--- src/rtl/usb_rx_pkg.sv ---
// rtl/usb_rx_pkg.sv - shared types and line constants for the USB full-speed receive front end
package usb_rx_pkg;

  typedef enum logic [1:0] {IDLE, RECEIVE, EOP_WAIT, ERROR} rx_state_t;

  // Line levels encoded as {D+, D-}
  localparam logic [1:0] J   = 2'b10;
  localparam logic [1:0] K   = 2'b01;
  localparam logic [1:0] SE0 = 2'b00;

  localparam logic [7:0] SYNC_BYTE = 8'h80;

  // SE1 is folded into SE0 so only three levels ever reach the decoder
  function automatic logic [1:0] line_level(input logic dp, input logic dm);
    return (dp ^ dm) ? {dp, dm} : SE0;
  endfunction

endpackage

--- src/rtl/usb_rx_decoder_if.sv ---
// rtl/usb_rx_decoder_if.sv - line inputs and decoded-bit strobes between the line side and the receive controller
interface usb_rx_decoder_if;

  logic d_plus_sync;
  logic d_minus_sync;
  logic d_orig;
  logic shift_enable;
  logic byte_done;
  logic eop;
  logic rcving;
  logic stuff_err;
  logic sync_err;

  modport master (
    output d_plus_sync, d_minus_sync,
    input  d_orig, shift_enable, byte_done, eop, rcving, stuff_err, sync_err
  );

  modport slave (
    input  d_plus_sync, d_minus_sync,
    output d_orig, shift_enable, byte_done, eop, rcving, stuff_err, sync_err
  );

endinterface

--- src/rtl/usb_rx_bit_timer.sv ---
// rtl/usb_rx_bit_timer.sv - free-running bit timer with edge realignment and sample-tick output
module usb_rx_bit_timer #(
  parameter int CLKS_PER_BIT = 8,
  parameter int SAMPLE_PT    = 3
) (
  input  logic clk,
  input  logic rst,
  input  logic reload,
  output logic sample_tick
);

  localparam int TW = $clog2(CLKS_PER_BIT);
  localparam logic [TW-1:0] LAST = TW'(CLKS_PER_BIT - 1);
  localparam logic [TW-1:0] SPT  = TW'(SAMPLE_PT);

  logic [TW-1:0] timer_q;
  logic [TW-1:0] timer_eff;

  // The edge cycle itself counts as timer 0, so the sample lands SAMPLE_PT clocks after the edge
  assign timer_eff   = reload ? '0 : timer_q;
  assign sample_tick = !reload && (timer_q == SPT);

  always_ff @(posedge clk) begin
    if (rst) begin
      timer_q <= '0;
    end else begin
      timer_q <= (timer_eff == LAST) ? '0 : timer_eff + 1'b1;
    end
  end

endmodule

--- src/rtl/usb_rx_decoder.sv ---
// rtl/usb_rx_decoder.sv - NRZI decode, bit unstuffing, EOP detection and receive FSM
// Optional SYNC byte check is built when USB_RX_SYNC_CHECK_EN is defined.
module usb_rx_decoder #(
  parameter int CLKS_PER_BIT = 8,
  parameter int SAMPLE_PT    = 3,
  parameter int STUFF_LEN    = 6
) (
  input logic             clk,
  input logic             rst,
  usb_rx_decoder_if.slave bus
);
  import usb_rx_pkg::*;

  localparam int OW = $clog2(STUFF_LEN + 1);
  localparam logic [OW-1:0] ONES_MAX = OW'(STUFF_LEN);

  rx_state_t     state;
  logic          dp_q;
  logic          prev_lvl;
  logic          last_bit_q;
  logic [OW-1:0] ones_cnt;
  logic [2:0]    bit_cnt;
  logic [1:0]    se0_cnt;

  logic [1:0] line;
  logic       edge_det;
  logic       sop;
  logic       reload;
  logic       sample_tick;
  logic       decoded;
  logic       take_bit;
  logic       shift_now;

  assign line      = line_level(bus.d_plus_sync, bus.d_minus_sync);
  assign edge_det  = dp_q ^ bus.d_plus_sync;
  assign sop       = (state == IDLE) && edge_det && (line == K);
  assign reload    = edge_det && (state == RECEIVE || state == ERROR || sop);
  assign decoded   = (bus.d_plus_sync == prev_lvl);
  // A data-carrying sample; after STUFF_LEN ones it must be the stuffed zero instead
  assign take_bit  = (state == RECEIVE) && sample_tick && (line != SE0) && (se0_cnt == 2'd0);
  assign shift_now = take_bit && (ones_cnt != ONES_MAX);

  usb_rx_bit_timer #(
    .CLKS_PER_BIT(CLKS_PER_BIT),
    .SAMPLE_PT   (SAMPLE_PT)
  ) u_timer (
    .clk        (clk),
    .rst        (rst),
    .reload     (reload),
    .sample_tick(sample_tick)
  );

  always_ff @(posedge clk) begin
    if (rst) begin
      state            <= IDLE;
      dp_q             <= 1'b1;
      prev_lvl         <= 1'b1;
      last_bit_q       <= 1'b0;
      ones_cnt         <= '0;
      bit_cnt          <= '0;
      se0_cnt          <= '0;
      bus.d_orig       <= 1'b0;
      bus.shift_enable <= 1'b0;
      bus.byte_done    <= 1'b0;
      bus.eop          <= 1'b0;
      bus.rcving       <= 1'b0;
      bus.stuff_err    <= 1'b0;
    end else begin
      dp_q             <= bus.d_plus_sync;
      bus.shift_enable <= 1'b0;
      bus.eop          <= 1'b0;
      bus.byte_done    <= bus.shift_enable && last_bit_q;
      case (state)
        IDLE: begin
          if (sop) begin
            state         <= RECEIVE;
            bus.rcving    <= 1'b1;
            bus.stuff_err <= 1'b0;
            prev_lvl      <= 1'b1;
            ones_cnt      <= '0;
            bit_cnt       <= '0;
            se0_cnt       <= '0;
          end
        end
        RECEIVE: begin
          if (sample_tick) begin
            if (line == SE0) begin
              se0_cnt <= se0_cnt + 2'd1;
              if (se0_cnt == 2'd1) state <= EOP_WAIT;
            end else if (se0_cnt != 2'd0) begin
              bus.stuff_err <= 1'b1;
              se0_cnt       <= '0;
              state         <= ERROR;
            end else begin
              prev_lvl <= bus.d_plus_sync;
              if (shift_now) begin
                bus.d_orig       <= decoded;
                bus.shift_enable <= 1'b1;
                ones_cnt         <= decoded ? ones_cnt + 1'b1 : '0;
                bit_cnt          <= bit_cnt + 3'd1;
                last_bit_q       <= (bit_cnt == 3'd7);
              end else if (decoded) begin
                bus.stuff_err <= 1'b1;
                state         <= ERROR;
              end else begin
                ones_cnt <= '0;
              end
            end
          end
        end
        EOP_WAIT: begin
          if (sample_tick) begin
            if (line == J) begin
              bus.eop    <= 1'b1;
              bus.rcving <= 1'b0;
              state      <= IDLE;
            end else if (line == K) begin
              bus.stuff_err <= 1'b1;
              se0_cnt       <= '0;
              state         <= ERROR;
            end
          end
        end
        ERROR: begin
          // se0_cnt only remembers that an SE0 was seen; J after it ends recovery
          if (sample_tick) begin
            if (line == SE0) begin
              se0_cnt <= 2'd1;
            end else if (line == J && se0_cnt != 2'd0) begin
              bus.rcving <= 1'b0;
              se0_cnt    <= '0;
              state      <= IDLE;
            end else begin
              se0_cnt <= '0;
            end
          end
        end
      endcase
    end
  end

`ifdef USB_RX_SYNC_CHECK_EN
  logic [7:0] sync_sh;
  logic       first_byte;

  always_ff @(posedge clk) begin
    if (rst) begin
      sync_sh      <= '0;
      first_byte   <= 1'b0;
      bus.sync_err <= 1'b0;
    end else if (sop) begin
      first_byte   <= 1'b1;
      bus.sync_err <= 1'b0;
    end else begin
      if (shift_now) sync_sh <= {decoded, sync_sh[7:1]};
      if (bus.shift_enable && last_bit_q && first_byte) begin
        first_byte <= 1'b0;
        if (sync_sh != SYNC_BYTE) bus.sync_err <= 1'b1;
      end
    end
  end
`else
  assign bus.sync_err = 1'b0;
`endif

endmodule

--- src/flat_wrapper.sv ---
// flat-port wrapper written by rule: the top's interface ports become plain ports
module usb_rx_decoder_flat import usb_rx_pkg::*;
#(
  parameter int CLKS_PER_BIT = 8,
  parameter int SAMPLE_PT    = 3,
  parameter int STUFF_LEN    = 6
)
  (clk, rst, bus_d_plus_sync, bus_d_minus_sync, bus_d_orig, bus_shift_enable, bus_byte_done, bus_eop, bus_rcving, bus_stuff_err, bus_sync_err);
  usb_rx_decoder_if bus_i ();
  input logic clk;
  input logic rst;
  input wire logic [$bits(bus_i.d_plus_sync)-1:0] bus_d_plus_sync;
  input wire logic [$bits(bus_i.d_minus_sync)-1:0] bus_d_minus_sync;
  output wire logic [$bits(bus_i.d_orig)-1:0] bus_d_orig;
  output wire logic [$bits(bus_i.shift_enable)-1:0] bus_shift_enable;
  output wire logic [$bits(bus_i.byte_done)-1:0] bus_byte_done;
  output wire logic [$bits(bus_i.eop)-1:0] bus_eop;
  output wire logic [$bits(bus_i.rcving)-1:0] bus_rcving;
  output wire logic [$bits(bus_i.stuff_err)-1:0] bus_stuff_err;
  output wire logic [$bits(bus_i.sync_err)-1:0] bus_sync_err;
  assign bus_i.d_plus_sync = bus_d_plus_sync;
  assign bus_i.d_minus_sync = bus_d_minus_sync;
  assign bus_d_orig = bus_i.d_orig;
  assign bus_shift_enable = bus_i.shift_enable;
  assign bus_byte_done = bus_i.byte_done;
  assign bus_eop = bus_i.eop;
  assign bus_rcving = bus_i.rcving;
  assign bus_stuff_err = bus_i.stuff_err;
  assign bus_sync_err = bus_i.sync_err;
  usb_rx_decoder #(.CLKS_PER_BIT(CLKS_PER_BIT), .SAMPLE_PT(SAMPLE_PT), .STUFF_LEN(STUFF_LEN)) u_core (.clk(clk), .rst(rst), .bus(bus_i));
endmodule
--- config.mk ---
export PLATFORM = sky130hd
export DESIGN_NAME = usb_rx_decoder_flat
export DESIGN_NICKNAME = d
export VERILOG_FILES = /design/src/rtl/usb_rx_pkg.sv /design/src/rtl/usb_rx_decoder_if.sv /design/src/rtl/usb_rx_bit_timer.sv /design/src/rtl/usb_rx_decoder.sv /design/src/flat_wrapper.sv
export SDC_FILE = /design/constraint.sdc
export NUM_CORES = 1
export LEC_CHECK = 0
export BUFFER_PORTS_ARGS = -buffer_cell sky130_fd_sc_hd__buf_2
export CAP_MARGIN = 15
export CORE_MARGIN = 4
export CORE_UTILIZATION = 62
export DETAILED_ROUTE_END_ITERATION = 6
export GPL_ROUTABILITY_DRIVEN = 0
export PLACE_DENSITY_LB_ADDON = 0.15
export SLEW_MARGIN = 20
export SYNTH_ARGS = -nofsm -noshare
export SYNTH_HDL_FRONTEND = slang
export SYNTH_HIERARCHICAL = 1
export SYNTH_SLANG_ARGS = --single-unit
--- constraint.sdc ---
create_clock -name clk -period 3.85 [get_ports clk]
set_input_delay 0.77 -clock clk [delete_from_list [all_inputs] [get_ports clk]]
set_output_delay 0.77 -clock clk [all_outputs]
set_load 0.01 [all_outputs]
---- Word-level counts from Yosys, hierarchy flattened ----
Cells that the tools add are included.
operators by class
  $add $sub $neg .......................... 4
  equality and inequality tests ........... 31
  mux-type cells .......................... 62
  bitwise gates (word level) .............. 7
  reductions and logical operators ........ 32
operators by type and width
  cell                                                   count
  two-way mux 2 bit                                      22
  two-way mux 3 bit                                      12
  two-way mux 1 bit                                      21
  one-hot mux 2 bit (4 select lines)                     2
  inequality test 3 bit, second input constant           5
  inequality test 2 x 1 -> 1 bit, second input constant  7
  AND reduction 7 bit                                    2
  one-hot mux 3 bit (2 select lines)                     2
  AND reduction 6 bit                                    2
  logical AND 1 bit                                      10
  inequality test 2 bit, second input constant           5
  AND reduction 10 bit                                   1
  AND reduction 5 bit                                    2
  adder 3 x 1 -> 3 bit, second input constant            3
  AND reduction 9 bit                                    1
  == test 2 x 1 -> 1 bit, second input constant          3
  == test 2 bit, second input constant                   3
  == test 3 bit, second input constant                   2
  zero test 2 bit                                        3
  one-hot mux 1 bit (3 select lines)                     2
  nonzero test 2 bit                                     3
  nonzero test 3 bit                                     2
  NOT 1 bit                                              5
  OR reduction 5 bit                                     1
  other kinds (13)                                       15
word-level totals
  register bits after elaboration ......... 22
  input port bits ......................... 4
  output and inout bits ................... 7

---- Logic depth before layout (Yosys ltp) ----
Gate-level depths: netlist of run 1.
  depth in word-level cells ............... 17
  mapped depth ............................ 13
  gate-level depth less buffers ........... 11

---- By module ----
Netlist of run 1, hierarchy kept.
by module, submodules not included
  module            instances  cells an instance  area each (µm²)
  usb_rx_decoder    1          132                1146.1
  usb_rx_bit_timer  1          12                 145.1

---- Least setup slack after synthesis of run 1 ----
Ideal clock, no wire load.
  path type ............................... input-to-reg
  start point ............................. input bus_d_plus_sync
  end point ............................... register u_core.ones_cnt[2]
  arrival time ............................ 2.752 ns
  path slack .............................. 1.027 ns
  stages on the path ...................... 12
  path buffers ............................ 1
  cell sequence ........................... inv_1 ha_1 a211oi_1 nor2_1 nor2b_4 and3b_1 and4b_1 and2_1 buf_2 nand3_1 or3_1 a21oi_1
between the ends
  longest elaborated chain between the ends .. 17
  elaborated cells between the ends (all ways) .. 28
ends and longest elaborated chain
  element                             line                    text
  start, declared                     flat_wrapper.sv:12      input wire logic [$bits(bus_i.d_plus_sync)-1:0] bus_d_plus_sync;
  bitwise XOR 1 bit                   usb_rx_pkg.sv:15        return (dp ^ dm) ? {dp, dm} : SE0;
  two-way mux 2 bit                   usb_rx_pkg.sv:15
  == test 2 x 1 -> 1 bit              usb_rx_decoder.sv:36    assign sop = (state == IDLE) && edge_det && (line == K);
  logical AND 1 bit                   usb_rx_decoder.sv:36
  logical OR 1 bit                    usb_rx_decoder.sv:37    assign reload = edge_det && (state == RECEIVE || state == ERROR || sop);
  logical AND 1 bit *                 usb_rx_decoder.sv:37
  via u_core.reload                   usb_rx_decoder.sv:28    logic reload;
  zero test 1 bit *                   usb_rx_bit_timer.sv:21  assign sample_tick = !reload && (timer_q == SPT);
  logical AND 1 bit *                 usb_rx_bit_timer.sv:21
  via u_core.sample_tick              usb_rx_decoder.sv:29    logic sample_tick;
  logical AND 1 bit (3 in a row)      usb_rx_decoder.sv:40    assign take_bit = (state == RECEIVE) && sample_tick && (line != SE0) && (se0_cnt == 2'd0);
  logical AND 1 bit                   usb_rx_decoder.sv:41    assign shift_now = take_bit && (ones_cnt != ONES_MAX);
  two-way mux 3 bit                   usb_rx_decoder.sv:96    if (shift_now) begin
  two-way mux 3 bit                   usb_rx_decoder.sv:90    end else if (se0_cnt != 2'd0) begin
  two-way mux 3 bit                   usb_rx_decoder.sv:87    if (line == SE0) begin
  two-way mux 3 bit                   usb_rx_decoder.sv:86    if (sample_tick) begin
  one-hot mux 3 bit (2 select lines)  usb_rx_decoder.sv:73    case (state)
  end signal, assigned                usb_rx_decoder.sv:99    ones_cnt <= decoded ? ones_cnt + 1'b1 : '0;
  end, declared                       usb_rx_decoder.sv:21    logic [OW-1:0] ones_cnt;
Mark *: on every way through the listed nets, which the timed path passes. The rest lies on a longest branch. The select of a mux whose other input is x is not followed.
A chain may end at the register's enable or synchronous reset.

---- Worst setup path after layout of run 1 ----
Ends and elaborated chain as after synthesis.

==> run_results.csv, run 1 <==
group,metric,value,unit
power_and_ir_drop,power.density_cell_area,494,mW/mm^2
final_layout,layout_commonest_cell,"sky130_fd_sc_hd__dfxtp_1",
clock_tree,worst_setup_hold_path_clk_slew,0.12,ns
routing,routed_wl,2530,um
timing,timing.final.crit_period,3.06,ns
logic_synthesis,synth-edff-count,0,
clock_tree,cts_buffer_depth,2,
global_routing,grt_max_degree,27,
logic_synthesis,dominantRegCellSynth,"sky130_fd_sc_hd__dfxtp_1",
final_layout,multi_input_comb_area,782,um^2
timing,rsz0062_at_grt,"false",
clock_tree,clock_sinks,22,
routing,wl_per_cell,14.1,um
global_routing,remaining_global_route_overflow,0,
global_routing,grt_first_pass_wirelength,4240,um
logic_synthesis,number_of_synthesized_register_bits,22,
logic_synthesis,number_of_unique_standard_cell_types_used_by_synthesis,45,
timing,max_clock_freq,327,MHz
logic_synthesis,yosys_warnings,6,
global_routing,via_count_of_the_first_global_routing_pass,1009,
final_layout,seq_area,440,um^2
final_layout,final_net_count,172,
timing,hold_viol_final,0,
logic_synthesis,post_synth_main_area_contributors,"sky130_fd_sc_hd__dfxtp_1 34%, sky130_fd_sc_hd__ha_1 15%, sky130_fd_sc_hd__a21oi_1 3.9%",
clock_tree,post-cts-setup-buffer-count,0,
timing,final.setup.tns,0,ns
clock_tree,cts_inserted_buffers,3,
placed_design,dp.final_hpwl,1940,um
timing,post_route_fraction_of_the_period_consumed_by_the_critical_path,79.4,%
setup_path,critical_path.reg2reg.startpoint,"u_core/state[1]$_SDFFE_PP0P_",
routing,firstDrtPassIters,4,
logic_synthesis,synthCells,144,
final_layout,layout-area-overhead-vs-synth,7.07,%
run,max_cap_viol_count,0,
clock_tree,cts_tree,"done",
setup_path,critical_path_peak_fanout,9,
timing,report.final.setup_viol,0,
final_layout,fillCellCount,176,
logic_synthesis,synth.largest_area_cell,"sky130_fd_sc_hd__dfxtp_1",
clock_tree,htreeDepth,1,
logic_synthesis,synth_seq_area_share,34.1,%
final_layout,most_frequent_cells_in_the_layout,"22 x sky130_fd_sc_hd__dfxtp_1, 15 x sky130_fd_sc_hd__ha_1, 12 x sky130_fd_sc_hd__inv_1",
floorplanning,die-height,53.6,um
clock_tree,post_cts_hold_buffer_count,0,
routing,first_iteration_detailed_routing_drc_count,34,
logic_synthesis,netlist_area,0.00129,mm^2
setup_path,required,4.09,ns
setup_path,timing.critical_path.to_type,"flip-flop",
routing,drc,0,
floorplanning,starting_utilization_of_the_core_area,65.8,%
floorplanning,fp.dieW,53.6,um
floorplanning,fp.dieArea,0.00288,mm^2
routing,post_drt_via_cell_ratio,5.87,
logic_synthesis,synth_top_area_share,34.1,%
routing,num_vias,1051,
global_routing,antenna_violations_before_repair,0,
min_path,holdCritPathClass,"reg -> reg",
power_and_ir_drop,irDropWorstVdd,0.289,mV
floorplanning,core,0.00196,mm^2
setup_path,startpoint_type,"primary input",
setup_path,startpoint,"bus_d_plus_sync",
setup_path,critPathArrivalTime,3.29,ns
clock_tree,clock_tree.root_cell,"sky130_fd_sc_hd__clkbuf_4",
power_and_ir_drop,power.leakage,0.565,nW
logic_synthesis,postSynthAreaPerCell,8.97,um^2
global_routing,grt_util_all_layers,20.0,%
floorplanning,num_io_pins,11,
clock_tree,cts-resized-gates,0,
timing,clock_skew,0.00296,ns
placed_design,port-buffer-count,9,
min_path,worstHoldStart,"u_core/bus.d_orig$_SDFFE_PP0P_",
final_layout,insertedDiodeCount,0,
setup_path,criticalPathCategory,"in -> reg",
floorplanning,row_count,16,
timing,max_slew_violations,0,
logic_synthesis,syn_nets,163,
routing,drt.antenna.violating_nets,0,
clock_tree,clkLatencyLatePin,0.30,ns
final_layout,drive_gt1_share,14.5,%
status,outcome,"complete, no violations",
power_and_ir_drop,p_total,0.683,mW
logic_synthesis,async_reset_ff_share,0,%
-- flip-flops by register name (all words and copies together) (netlist names), 2 cells and up --
name                    cells
u_core/se0_cnt              2
u_core/bit_cnt              3
u_core/state                2
u_core/u_timer/timer_q      3
u_core/ones_cnt             3
-- kinds of logic (layout without fill, tap and decap cells) --
kind of cell	count (synthesis)	in the layout	synth area share, %
and+or+nand+nor	49	49	23.3
AOI/OAI and AO/OA	35	35	18.8
muxes	2	2	1.65
DFF	22	22	34.1
buffers and inverters	17	25	5.33
xor gates and xnor gates	3	3	2.04
adders and majority gates	15	15	14.5
other	1	1	0.290
-- layer usage --
| metal | GRT usage (%) | part of all wire [%] |
|---|---|---|
| met1 | 22.9 | 41 |
| met2 | 36.9 | 53 |
| met3 | 2.49 | 4.8 |
| met4 | 8.09 | 1.1 |
| met5 | 0 | 0 |
-- cells in the mapped netlist, drive strengths merged, types with 4 or more instances --
master   n
ha      15
o21ai    9
a21oi   10
nand2   10
nor2     4
inv     12
dfxtp   22
nor2b    5
nand2b   6
-- area by class of cell --
type	instances	area share [%]
Multi-Input combinational cell	105	56.6
Inverter	12	3.26
Tap cell	27	2.44
Sequential cell	22	31.9
Clock buffer	4	2.62
Timing Repair Buffer	9	3.26
-- report_power, final --
| group | leakage (nW) | internal (mW) | total, mW | switching [mW] |
|---|---|---|---|---|
| logic | 0.366 | 0.118 | 0.290 | 0.172 |
| registers | 0.179 | 0.251 | 0.267 | 0.0161 |
| clock network | 0.0210 | 0.0577 | 0.126 | 0.0679 |
| total | 0.565 | 0.427 | 0.683 | 0.256 |
-- critical path, cell delays in order --
cell,delay (ns)
sky130_fd_sc_hd__buf_2,0.15
sky130_fd_sc_hd__inv_1,0.07
sky130_fd_sc_hd__ha_1,0.23
sky130_fd_sc_hd__a211oi_1,0.24
sky130_fd_sc_hd__nor2_1,0.12
sky130_fd_sc_hd__nor2b_4,0.16
sky130_fd_sc_hd__and3b_1,0.29
sky130_fd_sc_hd__and4b_1,0.33
sky130_fd_sc_hd__and2_1,0.33
sky130_fd_sc_hd__nand3_1,0.11
sky130_fd_sc_hd__or3_1,0.33
sky130_fd_sc_hd__a21oi_1,0.16
-- worst paths after layout --
kind | endpoint | slack, ns | depth (start not counted)
worst min-delay path | u_core/bus.d_orig$_SDFFE_PP0P_ | 0.46 | 2
worst max-delay path | u_core/ones_cnt[2]$_SDFFE_PP0P_ | 0.79 | 12
worst min register to register | u_core/bus.d_orig$_SDFFE_PP0P_ | 0.46 | 2
worst max register to register | u_core/ones_cnt[2]$_SDFFE_PP0P_ | 0.89 | 11
-- through the flow --
step	cell area, um^2	utilization, %	setup WS, ns	std cells	hold slack (ns)
6_report	1380	70.5	0.792	179	0.459
5_1_grt	1380	70.5	0.688	179	0.486
4_1_cts	1380	70.5	0.851	179	0.463
3_5_place_dp	1350	68.6	0.541	175	0.445
3_3_place_gp	1350	68.6	0.705	175	0.442
2_1_floorplan	1290	-	1.03	144	0.432
Note: power is estimated with default switching activity, not from simulation.
==> inputs of run 2 (changes only) <==
CORE_UTILIZATION = 52   (was 62)
clock period = 2.7 ns   (was 3.85 ns; I/O delays follow)
==> run_results.csv, run 2 (synthesis results as in run 1) <==
group,metric,value,unit
setup_path,criticalPathCategory,"reg -> reg",
setup_path,startpoint_type,"flip-flop",
timing,clock_skew,0.00445,ns
global_routing,via_count_of_the_first_global_routing_pass,1084,
floorplanning,die-height,57.8,um
routing,firstDrtPassIters,5,
routing,drc,0,
clock_tree,htreeDepth,1,
power_and_ir_drop,power.density_cell_area,750,mW/mm^2
placed_design,dp.final_hpwl,2020,um
timing,post_route_fraction_of_the_period_consumed_by_the_critical_path,93.5,%
floorplanning,core,0.00230,mm^2
min_path,holdCritPathClass,"reg -> reg",
clock_tree,cts_tree,"done",
clock_tree,worst_setup_hold_path_clk_slew,0.13,ns
routing,first_iteration_detailed_routing_drc_count,54,
global_routing,antenna_violations_before_repair,0,
routing,post_drt_via_cell_ratio,5.84,
routing,num_vias,1132,
power_and_ir_drop,p_total,1.15,mW
final_layout,most_frequent_cells_in_the_layout,"20 x sky130_fd_sc_hd__dfxtp_1, 14 x sky130_fd_sc_hd__ha_1, 14 x sky130_fd_sc_hd__buf_4",
final_layout,fillCellCount,195,
clock_tree,cts_inserted_buffers,3,
floorplanning,num_io_pins,11,
floorplanning,fp.dieArea,0.00334,mm^2
timing,max_slew_violations,0,
power_and_ir_drop,power.leakage,0.646,nW
placed_design,port-buffer-count,9,
global_routing,remaining_global_route_overflow,0,
timing,max_clock_freq,396,MHz
placed_design,placedInstanceArea,0.00145,mm^2
final_layout,utilization,66.8,%
floorplanning,starting_utilization_of_the_core_area,56.2,%
clock_tree,post-cts-setup-buffer-count,0,
routing,drt.antenna.violating_nets,0,
placed_design,numPlacedInstances,190,
status,outcome,"complete, no violations",
timing,report.final.setup_viol,0,
timing,timing.final.crit_period,2.53,ns
floorplanning,fp.dieW,57.8,um
timing,final.setup.tns,0,ns
clock_tree,clock_sinks,22,
timing,final_layout_worst_hold_slack,0.465,ns
final_layout,drive_gt1_share,25.9,%
setup_path,timing.critical_path.to_type,"flip-flop",
global_routing,grt_first_pass_wirelength,4820,um
clock_tree,cts_buffer_depth,2,
clock_tree,clkLatencyLatePin,0.31,ns
timing,hold_viol_final,0,
final_layout,layout-area-overhead-vs-synth,18.9,%
final_layout,finalInstanceArea,0.00154,mm^2
final_layout,reg.largest.list,"u_core/bit_cnt (3), u_core/ones_cnt (3), u_core/u_timer/timer_q (3)",
setup_path,critPathArrivalTime,2.71,ns
placed_design,pre_cts_slack,-0.0753,ns
run,max_cap_viol_count,0,
final_layout,insertedDiodeCount,0,
clock_tree,clock_tree.root_cell,"sky130_fd_sc_hd__clkbuf_4",
final_layout,instances_no_fill,194,
timing,worst_slack,0.174,ns
final_layout,layout_commonest_cell,"sky130_fd_sc_hd__dfxtp_1",
setup_path,critical_path_peak_fanout,6,
setup_path,required,2.89,ns
global_routing,grt_util_all_layers,18.1,%
final_layout,final_net_count,186,
routing,wl_per_cell,14.3,um
global_routing,grt_max_degree,27,
routing,routed_wl,2770,um
floorplanning,row_count,17,
power_and_ir_drop,irDropWorstVdd,0.440,mV
## run 2: power by group
part           leakage (nW)  internal (mW)  switching (mW)
logic                 0.439          0.238           0.274
registers             0.179          0.360          0.0231
clock network        0.0279          0.150           0.106
## run 2: critical path: stages, from the launching register on
cell,delay (ns)
sky130_fd_sc_hd__dfxtp_2,0.36
sky130_fd_sc_hd__inv_1,0.15
sky130_fd_sc_hd__ha_4,0.21
sky130_fd_sc_hd__a211oi_1,0.08
sky130_fd_sc_hd__nor2_1,0.23
sky130_fd_sc_hd__nor2b_4,0.06
sky130_fd_sc_hd__and3b_2,0.25
sky130_fd_sc_hd__and4b_1,0.24
sky130_fd_sc_hd__a32oi_1,0.20
sky130_fd_sc_hd__nand4_2,0.17
sky130_fd_sc_hd__a2111oi_2,0.36
sky130_fd_sc_hd__a211oi_1,0.09
## run 2: metal layers
metal	routed length [um]	track usage (%)	up-vias	part of all wire, %
li1	-	-	550	-
met1	1280	24.4	535	46
met2	1300	28.5	43	47
met3	175	2.90	4	6.3
met4	22	7.28	0	0.79
met5	0	0	-	0
## run 2: area by class of cell
class / instances / area [um^2] / share of cell area, %
Inverter: 12 / 45.0 / 2.93
Timing Repair Buffer: 23 / 150 / 9.78
Multi-Input combinational cell: 105 / 810 / 52.7
Clock inverter: 1 / 30.0 / 1.96
Clock buffer: 3 / 22.5 / 1.47
Sequential cell: 22 / 443 / 28.9
Tap cell: 28 / 35.0 / 2.28
## run 2: what timing repair did
action | CTS | global route
resized for setup | 0 | 9
endpoints found under the setup margin | 0 | 12
hold buffers | 0 | 0
## run 2: final timing paths
kind / depth (start not counted) / startpoint / slack (ns) / endpoint
worst max-delay path: 11 / u_core/state[0]$_SDFFE_PP0P_ / 0.17 / u_core/state[0]$_SDFFE_PP0P_
worst max register to register: 11 / u_core/state[0]$_SDFFE_PP0P_ / 0.17 / u_core/state[0]$_SDFFE_PP0P_
worst min-delay path: 2 / u_core/bus.d_orig$_SDFFE_PP0P_ / 0.46 / u_core/bus.d_orig$_SDFFE_PP0P_
worst min register to register: 2 / u_core/bus.d_orig$_SDFFE_PP0P_ / 0.46 / u_core/bus.d_orig$_SDFFE_PP0P_
==> inputs of run 3 (changes only) <==
CORE_MARGIN = 2   (was 4)
PLACE_DENSITY = 0.74   (was default)
PLACE_DENSITY_LB_ADDON = default   (was 0.15)
==> run_results.csv, run 3 (synthesis results as in run 1) <==
group,metric,value,unit
timing,clock_skew,0.00256,ns
floorplanning,fp.dieW,53.8,um
routing,drt.antenna.violating_nets,0,
final_layout,final_net_count,184,
min_path,worstHoldStart,"u_core/bus.d_orig$_SDFFE_PP0P_",
final_layout,finalInstanceArea,0.00148,mm^2
floorplanning,core,0.00241,mm^2
timing,post_route_fraction_of_the_period_consumed_by_the_critical_path,92.6,%
timing,rsz0062_at_grt,"false",
status,outcome,"complete, no violations",
routing,num_vias,1076,
final_layout,drive_gt1_share,22.7,%
final_layout,most_frequent_cells_in_the_layout,"20 x sky130_fd_sc_hd__dfxtp_1, 15 x sky130_fd_sc_hd__ha_1, 12 x sky130_fd_sc_hd__inv_1, 12 x sky130_fd_sc_hd__buf_4",
clock_tree,worst_setup_hold_path_clk_slew,0.11,ns
routing,firstDrtPassIters,4,
power_and_ir_drop,irDropWorstVdd,0.382,mV
global_routing,antenna_violations_before_repair,0,
final_layout,layout-area-overhead-vs-synth,14.2,%
routing,routed_wl,2660,um
routing,wl_met3,79,um
final_layout,instances_no_fill,193,
floorplanning,fp.dieArea,0.00290,mm^2
global_routing,grt_max_degree,27,
routing,wl_per_cell,13.8,um
clock_tree,post-cts-setup-buffer-count,0,
floorplanning,starting_utilization_of_the_core_area,53.6,%
global_routing,grt_first_pass_wirelength,4330,um
timing,final.setup.tns,0,ns
floorplanning,num_io_pins,11,
setup_path,startpoint_type,"flip-flop",
placed_design,numPlacedInstances,190,
setup_path,required,2.93,ns
routing,topRoutingLayerUsed,"met4",
run,max_cap_viol_count,0,
clock_tree,post_cts_hold_buffer_count,0,
placed_design,port-buffer-count,9,
setup_path,critPathArrivalTime,2.73,ns
routing,first_iteration_detailed_routing_drc_count,18,
placed_design,placedInstanceArea,0.00144,mm^2
global_routing,via_count_of_the_first_global_routing_pass,1036,
global_routing,grt_util_all_layers,21.2,%
setup_path,critical_path_peak_fanout,6,
floorplanning,die-height,53.8,um
clock_tree,cts_tree,"done",
setup_path,critical_path.reg2reg.startpoint,"u_core/state[0]$_SDFFE_PP0P_",
timing,final_layout_worst_hold_slack,0.466,ns
timing,timing.final.crit_period,2.50,ns
power_and_ir_drop,power.density_cell_area,687,mW/mm^2
floorplanning,row_count,18,
clock_tree,htreeDepth,1,
clock_tree,clkLatencyLatePin,0.30,ns
final_layout,reg.largest.list,"u_core/bit_cnt (3), u_core/ones_cnt (3), u_core/u_timer/timer_q (3)",
clock_tree,clock_sinks,22,
timing,max_clock_freq,400,MHz
routing,route.layer.met1.wl,1170,um
routing,drc,0,
timing,max_slew_violations,0,
placed_design,pre_cts_slack,-0.0425,ns
power_and_ir_drop,power.leakage,0.620,nW
placed_design,dp.final_hpwl,2050,um
timing,report.final.setup_viol,0,
final_layout,insertedDiodeCount,0,
clock_tree,cts_buffer_depth,2,
setup_path,timing.critical_path.to_type,"flip-flop",
routing,routed-wl-met2,1370,um
setup_path,startpoint,"u_core/state[0]$_SDFFE_PP0P_",
clock_tree,cts_inserted_buffers,3,
setup_path,worstPathCellList,"inv_1 > ha_1 > a211oi_1 > nor2_1 > nor2b_4 > and3b_1 > and4b_1 > and2_1 > nand3_1 > or3_1 > a21oi_1",
routing,post_drt_via_cell_ratio,5.58,
global_routing,remaining_global_route_overflow,0,
timing,worst_slack,0.200,ns
timing,hold_viol_final,0,
clock_tree,clock_tree.root_cell,"sky130_fd_sc_hd__clkbuf_4",
setup_path,crit_path_top_delay_cell,"sky130_fd_sc_hd__dfxtp_2",
min_path,holdCritPathClass,"reg -> reg",
setup_path,criticalPathCategory,"reg -> reg",
setup_path,worst_path_largest_cell_delay,0.38,ns
final_layout,layout_commonest_cell,"sky130_fd_sc_hd__dfxtp_1",
-- run 3: through the flow --
| stage | util (%) | power (mW) |
|---|---|---|
| floorplan | - | 0.701 |
| global placement | 59.8 | 0.845 |
| detailed placement | 59.8 | 0.859 |
| CTS | 60.7 | 1.01 |
| global route | 61.2 | 1.09 |
| finish | 61.2 | 1.01 |
-- run 3: layer usage --
layer | vias up | global-route usage, %
met4 | 0 | 12.4
met2 | 24 | 39.4
li1 | 543 | -
met5 | - | 0
met3 | 7 | 2.78
met1 | 502 | 22.5
-- run 3: layout make-up --
| cell class | instances | area (um^2) |
|---|---|---|
| Fill cell | 221 | 935 |
| Multi-Input combinational cell | 105 | 792 |
| Sequential cell | 22 | 443 |
| Timing Repair Buffer | 21 | 135 |
| Inverter | 12 | 45.0 |
| Tap cell | 30 | 37.5 |
| Clock buffer | 3 | 22.5 |
-- run 3: final timing paths --
kind                            slack (ns)                               to  depth (start not counted)
worst max register to register        0.20  u_core/ones_cnt[2]$_SDFFE_PP0P_                         11
worst min register to register        0.47   u_core/bus.d_orig$_SDFFE_PP0P_                          2
worst min-delay path                  0.47   u_core/bus.d_orig$_SDFFE_PP0P_                          2
worst max-delay path                  0.20  u_core/ones_cnt[2]$_SDFFE_PP0P_                         11
-- run 3: power by group --
group | leakage (nW) | internal, mW | switching (mW) | total (mW)
Clock | 0.0138 | 0.0520 | 0.0911 | 0.143
Combinational | 0.427 | 0.226 | 0.262 | 0.487
Sequential | 0.179 | 0.360 | 0.0224 | 0.383
-- run 3: what timing repair did --
| action | 4_1_cts | 5_1_grt |
|---|---|---|
| endpoints found under the hold margin | 0 | 0 |
| endpoints found under the setup margin | 0 | 8 |
| resized for setup | 0 | 5 |
-- run 3: worst max-delay path, delay by kind of cell (launching register included) --
| kind | cells | cell delay (ns) |
|---|---|---|
| buffers and inverters | 1 | 0.09 |
| adder cells (fa/ha/maj) | 1 | 0.24 |
| AO/OA/AOI/OAI | 2 | 0.35 |
| flip-flops | 1 | 0.38 |
| AND/OR/NAND/NOR | 7 | 1.39 |
